### src/rtl/timer_bank.sv
// timer_bank: multi-channel programmable interval timer behind an 8-bit register port.
// Build option TIMER_BANK_FASTCLK_EN adds a per-channel FAST bit (CTRL[4]) that counts every clk.
module timer_bank #(
    parameter int unsigned              CHANNELS      = 4,
    parameter int unsigned              COUNTER_WIDTH = 16,
    parameter int unsigned              DIVIDER_WIDTH = 15,
    parameter logic [DIVIDER_WIDTH-1:0] INTERVAL      = 15'd24000
) (
    input  logic                          clk,
    input  logic                          reset_n,
    input  logic [$clog2(CHANNELS)+2:0]   addr,
    input  logic                          wr,
    input  logic                          rd,
    input  logic [7:0]                    din,
    output logic [7:0]                    dout,
    output logic                          irq
);

    localparam int unsigned ADDR_W = $clog2(CHANNELS) + 3;
    localparam int unsigned HI_W   = COUNTER_WIDTH - 8;

    localparam logic [2:0] REG_CTRL   = 3'd0;
    localparam logic [2:0] REG_STATUS = 3'd1;
    localparam logic [2:0] REG_CNT_LO = 3'd2;
    localparam logic [2:0] REG_CNT_HI = 3'd3;
    localparam logic [2:0] REG_CMP_LO = 3'd4;
    localparam logic [2:0] REG_CMP_HI = 3'd5;

    logic [DIVIDER_WIDTH-1:0] presc;
    logic                     tick_c;
    logic [2:0]               reg_sel_c;
    logic [ADDR_W-1:0]        ch_sel_c;
    logic [7:0]               ch_rdata [CHANNELS];
    logic [CHANNELS-1:0]      irq_terms;
    logic [7:0]               rd_mux_c;

    assign reg_sel_c = addr[2:0];
    assign ch_sel_c  = addr >> 3;
    assign tick_c    = (presc == INTERVAL);

    // Shared prescaler: one-clock tick every INTERVAL+1 clocks
    always_ff @(posedge clk or negedge reset_n) begin
        if (!reset_n) begin
            presc <= '0;
        end else if (tick_c) begin
            presc <= '0;
        end else begin
            presc <= presc + DIVIDER_WIDTH'(1);
        end
    end

    for (genvar i = 0; i < CHANNELS; i++) begin : g_ch
        logic [COUNTER_WIDTH-1:0] cnt;
        logic [COUNTER_WIDTH-1:0] cmp;
        logic [7:0]               cmp_lo_buf;
        logic [HI_W-1:0]          cnt_hi_shadow;
        logic                     en;
        logic                     oneshot;
        logic                     irq_en;
        logic                     flag;
        logic                     fast;
        logic                     sel_c;
        logic                     wr_ctrl_c;
        logic                     wr_status_c;
        logic                     wr_cmp_lo_c;
        logic                     wr_cmp_hi_c;
        logic                     rd_cnt_lo_c;
        logic                     step_c;
        logic                     match_c;
        logic [7:0]               rdata_c;

        assign sel_c       = (ch_sel_c == ADDR_W'(i));
        assign wr_ctrl_c   = wr && sel_c && (reg_sel_c == REG_CTRL);
        assign wr_status_c = wr && sel_c && (reg_sel_c == REG_STATUS);
        assign wr_cmp_lo_c = wr && sel_c && (reg_sel_c == REG_CMP_LO);
        assign wr_cmp_hi_c = wr && sel_c && (reg_sel_c == REG_CMP_HI);
        assign rd_cnt_lo_c = rd && sel_c && (reg_sel_c == REG_CNT_LO);

`ifdef TIMER_BANK_FASTCLK_EN
        always_ff @(posedge clk or negedge reset_n) begin
            if (!reset_n) begin
                fast <= 1'b0;
            end else if (wr_ctrl_c) begin
                fast <= din[4];
            end
        end
`else
        assign fast = 1'b0;
`endif

        assign step_c  = en && (tick_c || fast);
        assign match_c = (cnt == cmp);

        // Later assignments encode priority: CPU writes over counting, flag set over W1C
        always_ff @(posedge clk or negedge reset_n) begin
            if (!reset_n) begin
                cnt           <= '0;
                cmp           <= '0;
                cmp_lo_buf    <= '0;
                cnt_hi_shadow <= '0;
                en            <= 1'b0;
                oneshot       <= 1'b0;
                irq_en        <= 1'b0;
                flag          <= 1'b0;
            end else begin
                if (step_c) begin
                    if (match_c) begin
                        if (oneshot) begin
                            en <= 1'b0;
                        end else begin
                            cnt <= '0;
                        end
                    end else begin
                        cnt <= cnt + COUNTER_WIDTH'(1);
                    end
                end
                if (wr_ctrl_c) begin
                    en      <= din[0];
                    oneshot <= din[1];
                    irq_en  <= din[2];
                    if (din[3]) begin
                        cnt <= '0;
                    end
                end
                if (wr_status_c && din[0]) begin
                    flag <= 1'b0;
                end
                if (step_c && match_c) begin
                    flag <= 1'b1;
                end
                if (wr_cmp_lo_c) begin
                    cmp_lo_buf <= din;
                end
                if (wr_cmp_hi_c) begin
                    cmp <= {din[HI_W-1:0], cmp_lo_buf};
                end
                if (rd_cnt_lo_c) begin
                    cnt_hi_shadow <= cnt[COUNTER_WIDTH-1:8];
                end
            end
        end

        always_comb begin
            rdata_c = 8'h00;
            case (reg_sel_c)
                REG_CTRL:   rdata_c = {3'b000, fast, 1'b0, irq_en, oneshot, en} & 8'h17;
                REG_STATUS: rdata_c = {7'b0000000, flag};
                REG_CNT_LO: rdata_c = cnt[7:0];
                REG_CNT_HI: rdata_c = 8'(cnt_hi_shadow);
                REG_CMP_LO: rdata_c = cmp_lo_buf;
                REG_CMP_HI: rdata_c = 8'(cmp[COUNTER_WIDTH-1:8]);
                default:    rdata_c = 8'h00;
            endcase
        end

        assign ch_rdata[i]  = rdata_c;
        assign irq_terms[i] = flag && irq_en;
    end

    always_comb begin
        rd_mux_c = 8'h00;
        for (int unsigned c = 0; c < CHANNELS; c++) begin
            if (ch_sel_c == ADDR_W'(c)) begin
                rd_mux_c = ch_rdata[c];
            end
        end
    end

    // Registered read data and combined interrupt
    always_ff @(posedge clk or negedge reset_n) begin
        if (!reset_n) begin
            dout <= '0;
            irq  <= 1'b0;
        end else begin
            if (rd) begin
                dout <= rd_mux_c;
            end
            irq <= |irq_terms;
        end
    end

endmodule

### config.mk
export PLATFORM = sky130hd
export DESIGN_NAME = timer_bank
export DESIGN_NICKNAME = d
export VERILOG_FILES = /design/src/rtl/timer_bank.sv
export SDC_FILE = /design/constraint.sdc
export NUM_CORES = 1
export LEC_CHECK = 0
export ABC_CLOCK_PERIOD_IN_PS = 3200
export BUFFER_PORTS_ARGS = -buffer_cell sky130_fd_sc_hd__clkbuf_2
export CORE_AREA = 2 2 133 167
export DETAILED_ROUTE_END_ITERATION = 12
export DIE_AREA = 0 0 135 169
export HOLD_SLACK_MARGIN = 0.08
export PLACE_DENSITY_LB_ADDON = 0.25
export SLEW_MARGIN = 20
export SYNTH_ARGS = -nofsm -noshare
export SYNTH_HDL_FRONTEND = slang
export SYNTH_SLANG_ARGS = --single-unit
export TNS_END_PERCENT = 1
### constraint.sdc
create_clock -name clk -period 3.2 [get_ports clk]
set_input_delay 0.96 -clock clk [delete_from_list [all_inputs] [get_ports clk]]
set_output_delay 0.96 -clock clk [all_outputs]
set_load 0.1 [all_outputs]
==> Word level (Yosys, flattened, before mapping) <==
Cells that the tools add are included.
W data, S select, Z words.
{ "word_totals": {"reg_bits": 232, "output_inout_bits": 9, "input_bits": 17, "word_cells": 173} }
{ "op_classes": {"add_sub_neg": 5, "muxes": 53, "n_eq_ne": 13, "n_reduce_logical": 67} }
{ "op_table": {"columns": ["operator", "count"], "rows": [
  ["$mux W16", 20],
  ["$pmux W8 S6", 4],
  ["$add A16 B1 Y16 const B", 4],
  ["$eq A16 B16 Y1", 4],
  ["$logic_and A1 B1 Y1", 44],
  ["$mux W8", 4],
  ["$reduce_bool A2 Y1", 16],
  ["$mux W1", 24],
  ["$add A15 B1 Y15 const B", 1],
  ["$eq A15 B15 Y1 const B", 1],
  ["$mux W15", 1],
  ["$reduce_and A3 Y1", 4],
  ["$eq A3 B2 Y1 const B", 2],
  ["$eq A3 B3 Y1 const B", 2],
  ["$logic_not A5 Y1", 1],
  ["$eq A2 B2 Y1 const B", 2],
  ["$reduce_or A4 Y1", 1],
  ["$eq A3 B1 Y1 const B", 1],
  ["$logic_not A3 Y1", 1],
  ["$eq A2 B1 Y1 const B", 1]
]} }

==> Longest topological paths before layout <==
{ "depth": {"ltp_word": 6, "depth_mapped": 10, "ltp_nobuf": 8} }

==> Least setup slack after synthesis <==
OpenSTA, ideal clock, no wires.
{ "synth_timing": {"kind": "input port to flip-flop", "startpoint": "input addr[0]", "endpoint": "register g_ch[0].cmp[12]", "path_stages": 6, "arrival_ns": 2.810, "slack_ns": 0.266, "path_buffers": 2, "required_time_ns": 3.075, "path_cell_list": "clkbuf_1 > nor2b_1 > nand3_1 > nor3_1 > clkbuf_1 > mux2_2"} }
{ "synth_between": {"elab_chain_len": 2} }
{ "synth_lines": {"columns": ["item", "line", "rtl"], "rows": [
  ["start: declaration", "11", "input logic [$clog2(CHANNELS)+2:0] addr,"],
  ["$eq A3 B3 Y1", "76", "assign wr_cmp_hi_c = wr && sel_c && (reg_sel_c == REG_CMP_HI);"],
  ["$logic_and A1 B1 Y1", "76", null],
  ["end signal: assignment", "135", "cmp <= {din[HI_W-1:0], cmp_lo_buf};"],
  ["end: declaration", "54", "logic [COUNTER_WIDTH-1:0] cmp;"]
]} }
Every way passes these cells.
A chain may end at the register's enable or synchronous reset.

==> Worst setup path after layout <==
{ "layout_timing": {"startpoint": "register presc[0]", "endpoint": "register g_ch[2].cnt[15]"} }
{ "layout_between": {"elab_chain_len": 5} }
{ "layout_lines": {"columns": ["item", "line", "rtl"], "rows": [
  ["start: declaration", "29", "logic [DIVIDER_WIDTH-1:0] presc;"],
  ["start signal: assignment", "48", "presc <= presc + DIVIDER_WIDTH'(1);"],
  ["$eq A15 B15 Y1 (*)", "39", "assign tick_c = (presc == INTERVAL);"],
  ["$logic_and A1 B1 Y1 (*)", "91", "assign step_c = en && (tick_c || fast);"],
  ["$mux W16 (*)", "106", "if (step_c) begin"],
  ["$mux W16", "121", "if (din[3]) begin"],
  ["$mux W16 (*)", "117", "if (wr_ctrl_c) begin"],
  ["end signal: assignment", "114", "cnt <= cnt + COUNTER_WIDTH'(1);"],
  ["end: declaration", "53", "logic [COUNTER_WIDTH-1:0] cnt;"]
]} }
Mark *: on every way between the ends. The rest lies on a longest branch, timed or not.

==> summary.txt <==
Floorplanning
  – I/O pin total: 26
  – Core area: 21300 um2
  – Chip height: 169 um
  – Die footprint: 22800 um2
  – Initial Util: 57.7%
  – FP Rows: 60
  – Die extent in x: 135 um

Synth
  – Share of synthesized area spent on multiplexers: 16.0%
  – Most common cell in the netlist: dfrtp_1
  – Share of the synthesized area in the top cell type: 47.2%
  – Post-synthesis sequential area ratio: 47.2%
  – FFs w/ async S/R, synth: 100%
  – Synth Area in XOR/XNOR: 5.55%
  – Cell accounting for the most synthesized area: dfrtp_1
  – Post-synth top cells: dfrtp_1, mux2_2, nand2_1
  – Synth Area in Simple Gates: 16.6%
  – Compound-gate portion of the synthesized area: 11.1%
  – Synth warn: 0
  – Mapped Area: 12300 um2
  – Main combinational cell family by area after synthesis: simple AND/OR/NAND/NOR gates
  – Post-synthesis adder-cell area fraction: 0.610%
  – Post-synthesis cell type count: 59
  – Dominant cells by area after synthesis: dfrtp_1, mux2_2, xor2_1
  – Post-synth top flop: dfrtp_1
  – Post-Syn Area per Cell: 10.2 um2
  – Synthesized net count: 1232
  – Synth Instances: 1209
  – Post-synth EDFFs: 0
  – Seq cells post-synth: 232

Setup path
  – Cell depth of the worst setup path: 8
  – Startpoint type of the worst setup path: register
  – Top delay family on crit path: simple AND/OR/NAND/NOR gates
  – R2R Setup Slk: 0.21 ns
  – Worst reg2reg path endpoint: g_ch[2].cnt[15]
  – Worst Setup EP: g_ch[2].cnt[15]
  – Crit path max fanout: 6
  – Critical Path, Cell by Cell: inv_1, ha_1, or4b_4, or4_1, or4_1, or4_1, nand3_1, o31ai_1
  – Reg2Reg Depth: 8
  – Critical Path RT: 3.61 ns
  – Endpoint class of the critical path: register
  – FF-to-FF Start: presc[0]
  – Crit path from: presc[0]
  – Crit path arrival time: 3.39 ns
  – Crit path kind: reg -> reg
  – Buffers and inverters on the worst path: 1
  – Most used cell, CP: or4_1
  – CP peak stage delay: 0.58 ns
  – Crit-path slowest cell: or4_1

GRT
  – Met2 Track Usage GR: 50.1%
  – Most Crowded Layer GR: met2
  – M1 GR Usage: 41.0%
  – Global-route wire length before repair: 53.9 mm
  – Antenna violations before repair: 0
  – Pin count of the biggest net entering global routing: 77
  – M3 GR Usage: 3.95%
  – Vias in the first global route: 9714
  – Total GRT Usage: 30.3%
  – Grt ovf: 0

Layout
  – Nets: 1251
  – Register area: 5810 um2
  – Filler cells: 1735
  – Cell Count, Final, Fillers Out: 1523
  – Multi-input logic area: 6150 um2
  – Number of diodes: 0
  – Area delta synth->final: 11.3%
  – Layout cells sized above 1: 20.1%

Timing
  – Worst-Margin Slew: 0.714 ns
  – Min cycle time layout: 2.99 ns
  – Setup Viol. Count Final: 0
  – Fmax: 334 MHz
  – Slew HR: 52.4%
  – Clk_skew: 0.00603 ns
  – Period utilization: 93.4%
  – Hold Slack: 0.390 ns
  – Hold Fails Final Rpt: 0
  – Fin. max-slew vios: 0
  – RSZ-0062 raised after global routing: no
  – Setup TNS: 0 ns

Clock tree
  – Post-CTS Hold Buffers: 0
  – H-tree Lvls: 1
  – Number of CTS-inserted buffers: 24
  – Clock sinks: 232
  – CTS resizes: 0
  – Clock insertion delay at the later pin of the skew report: 0.52 ns
  – Root buffer cell: clkbuf_16
  – Setup Fix Bufs, Post-CTS: 0
  – Clock-pin slew on the worst setup and hold paths: 0.06 ns
  – CTS tree: built
  – CTS max path bufs: 3

Run
  – MaxCap Viol Count: 0

Pwr
  – VDD IR max: 0.452 mV
  – Design Power: 8120 uW
  – Total power per unit cell area: 593 nW/um2
  – Leak: 0.00615 uW

Drt
  – Final Routed Wirelength: 33.7 mm
  – WL per Instance: 22.1 um
  – Vias per std cell: 6.35
  – Total number of vias: 9667
  – First-pass detailed-route iteration total: 5
  – Drt drc: 0
  – DRT iter0 DRCs: 942
  – Detail Route Antenna Nets: 0

Outcome
  – Status: finished, final reports clean

Placement
  – Dpl hpwl: 23.5 mm
  – Dpl cells: 1481
  – RD Place Congestion: 0.947
  – PortBufs: 25

Min path
  – Hold Path Class: in -> async
==> routing by layer <==
layer | vias to the layer above | share of wire, %
met5 | - | 0
met4 | 0 | 3.6
met3 | 82 | 5.7
met2 | 333 | 49
met1 | 4842 | 42
li1 | 4410 | -
==> sequential cells by signal, summed over array words and instances (netlist names) <==
name,cells
g_ch.cmp,64
g_ch.flag,4
dout,8
g_ch.irq_en,4
g_ch.oneshot,4
g_ch.en,4
g_ch.cnt_hi_shadow,32
g_ch.cnt,64
irq,1
g_ch.cmp_lo_buf,32
presc,15
==> cells in the final DEF, fill, tap and decap left out, types with 6 or more instances in the layout <==
| cell type | n |
|---|---|
| a211oi_1 | 9 |
| a21oi_1 | 53 |
| a22oi_1 | 21 |
| a31oi_1 | 6 |
| and2_1 | 19 |
| and3_1 | 17 |
| buf_4 | 41 |
| clkbuf_1 | 6 |
| clkbuf_16 | 25 |
| clkbuf_2 | 24 |
| dfrtp_1 | 232 |
| ha_1 | 6 |
| inv_1 | 20 |
| mux2_2 | 135 |
| mux2i_1 | 45 |
| nand2_1 | 102 |
| nand2b_1 | 6 |
| nand3_1 | 69 |
| nand4_1 | 26 |
| nor2_1 | 64 |
| nor2b_1 | 10 |
| nor3_1 | 24 |
| nor4_1 | 20 |
| o21ai_0 | 63 |
| o31ai_1 | 16 |
| or3_1 | 7 |
| or4_1 | 9 |
| xnor2_1 | 10 |
| xor2_1 | 68 |
==> final cells by class <==
cell class,instances,share of cell area (%)
multi-input cells,880,44.9
clock inverters,6,0.621
clock buffers,36,5.24
repair buffers,69,3.67
flip-flops and latches,232,42.4
inverters,21,0.576
well taps,279,2.55
==> logic make-up (layout without fill, tap and decap cells) <==
group | after synthesis | in the layout
compound gates | 215 | 215
xor+xnor | 78 | 78
fa+ha+maj | 6 | 6
buf+inv | 97 | 132
flops | 232 | 232
mux | 180 | 180
simple gates | 401 | 401
==> worst min path at each step <==
stage,end,slack [ns]
2_1_floorplan,g_ch[0].cnt_hi_shadow[0],0.45
3_3_place_gp,g_ch[0].cnt_hi_shadow[0],0.46
3_5_place_dp,g_ch[0].cnt_hi_shadow[0],0.47
4_1_cts,g_ch[0].cmp_lo_buf[5],0.42
5_1_grt,g_ch[0].cnt[3],0.44
6_report,g_ch[0].cnt[3],0.39
==> per-stage QoR <==
stage	worst slack, ns	utilization, %	cell area, um2
2_1_floorplan	0.266	-	12300
3_3_place_gp	0.297	60.4	12900
3_5_place_dp	0.249	60.5	12900
4_1_cts	0.229	64.2	13700
5_1_grt	0.0268	64.2	13700
6_report	0.210	64.2	13700
==> report_power, final <==
part / leakage [uW] / internal, uW / switching, uW
combinational: 0.00295 / 660 / 791
clock: 0.000387 / 1700 / 1150
sequential: 0.00282 / 3350 / 463
total: 0.00615 / 5710 / 2410
Power figures use the tool's default switching activity.
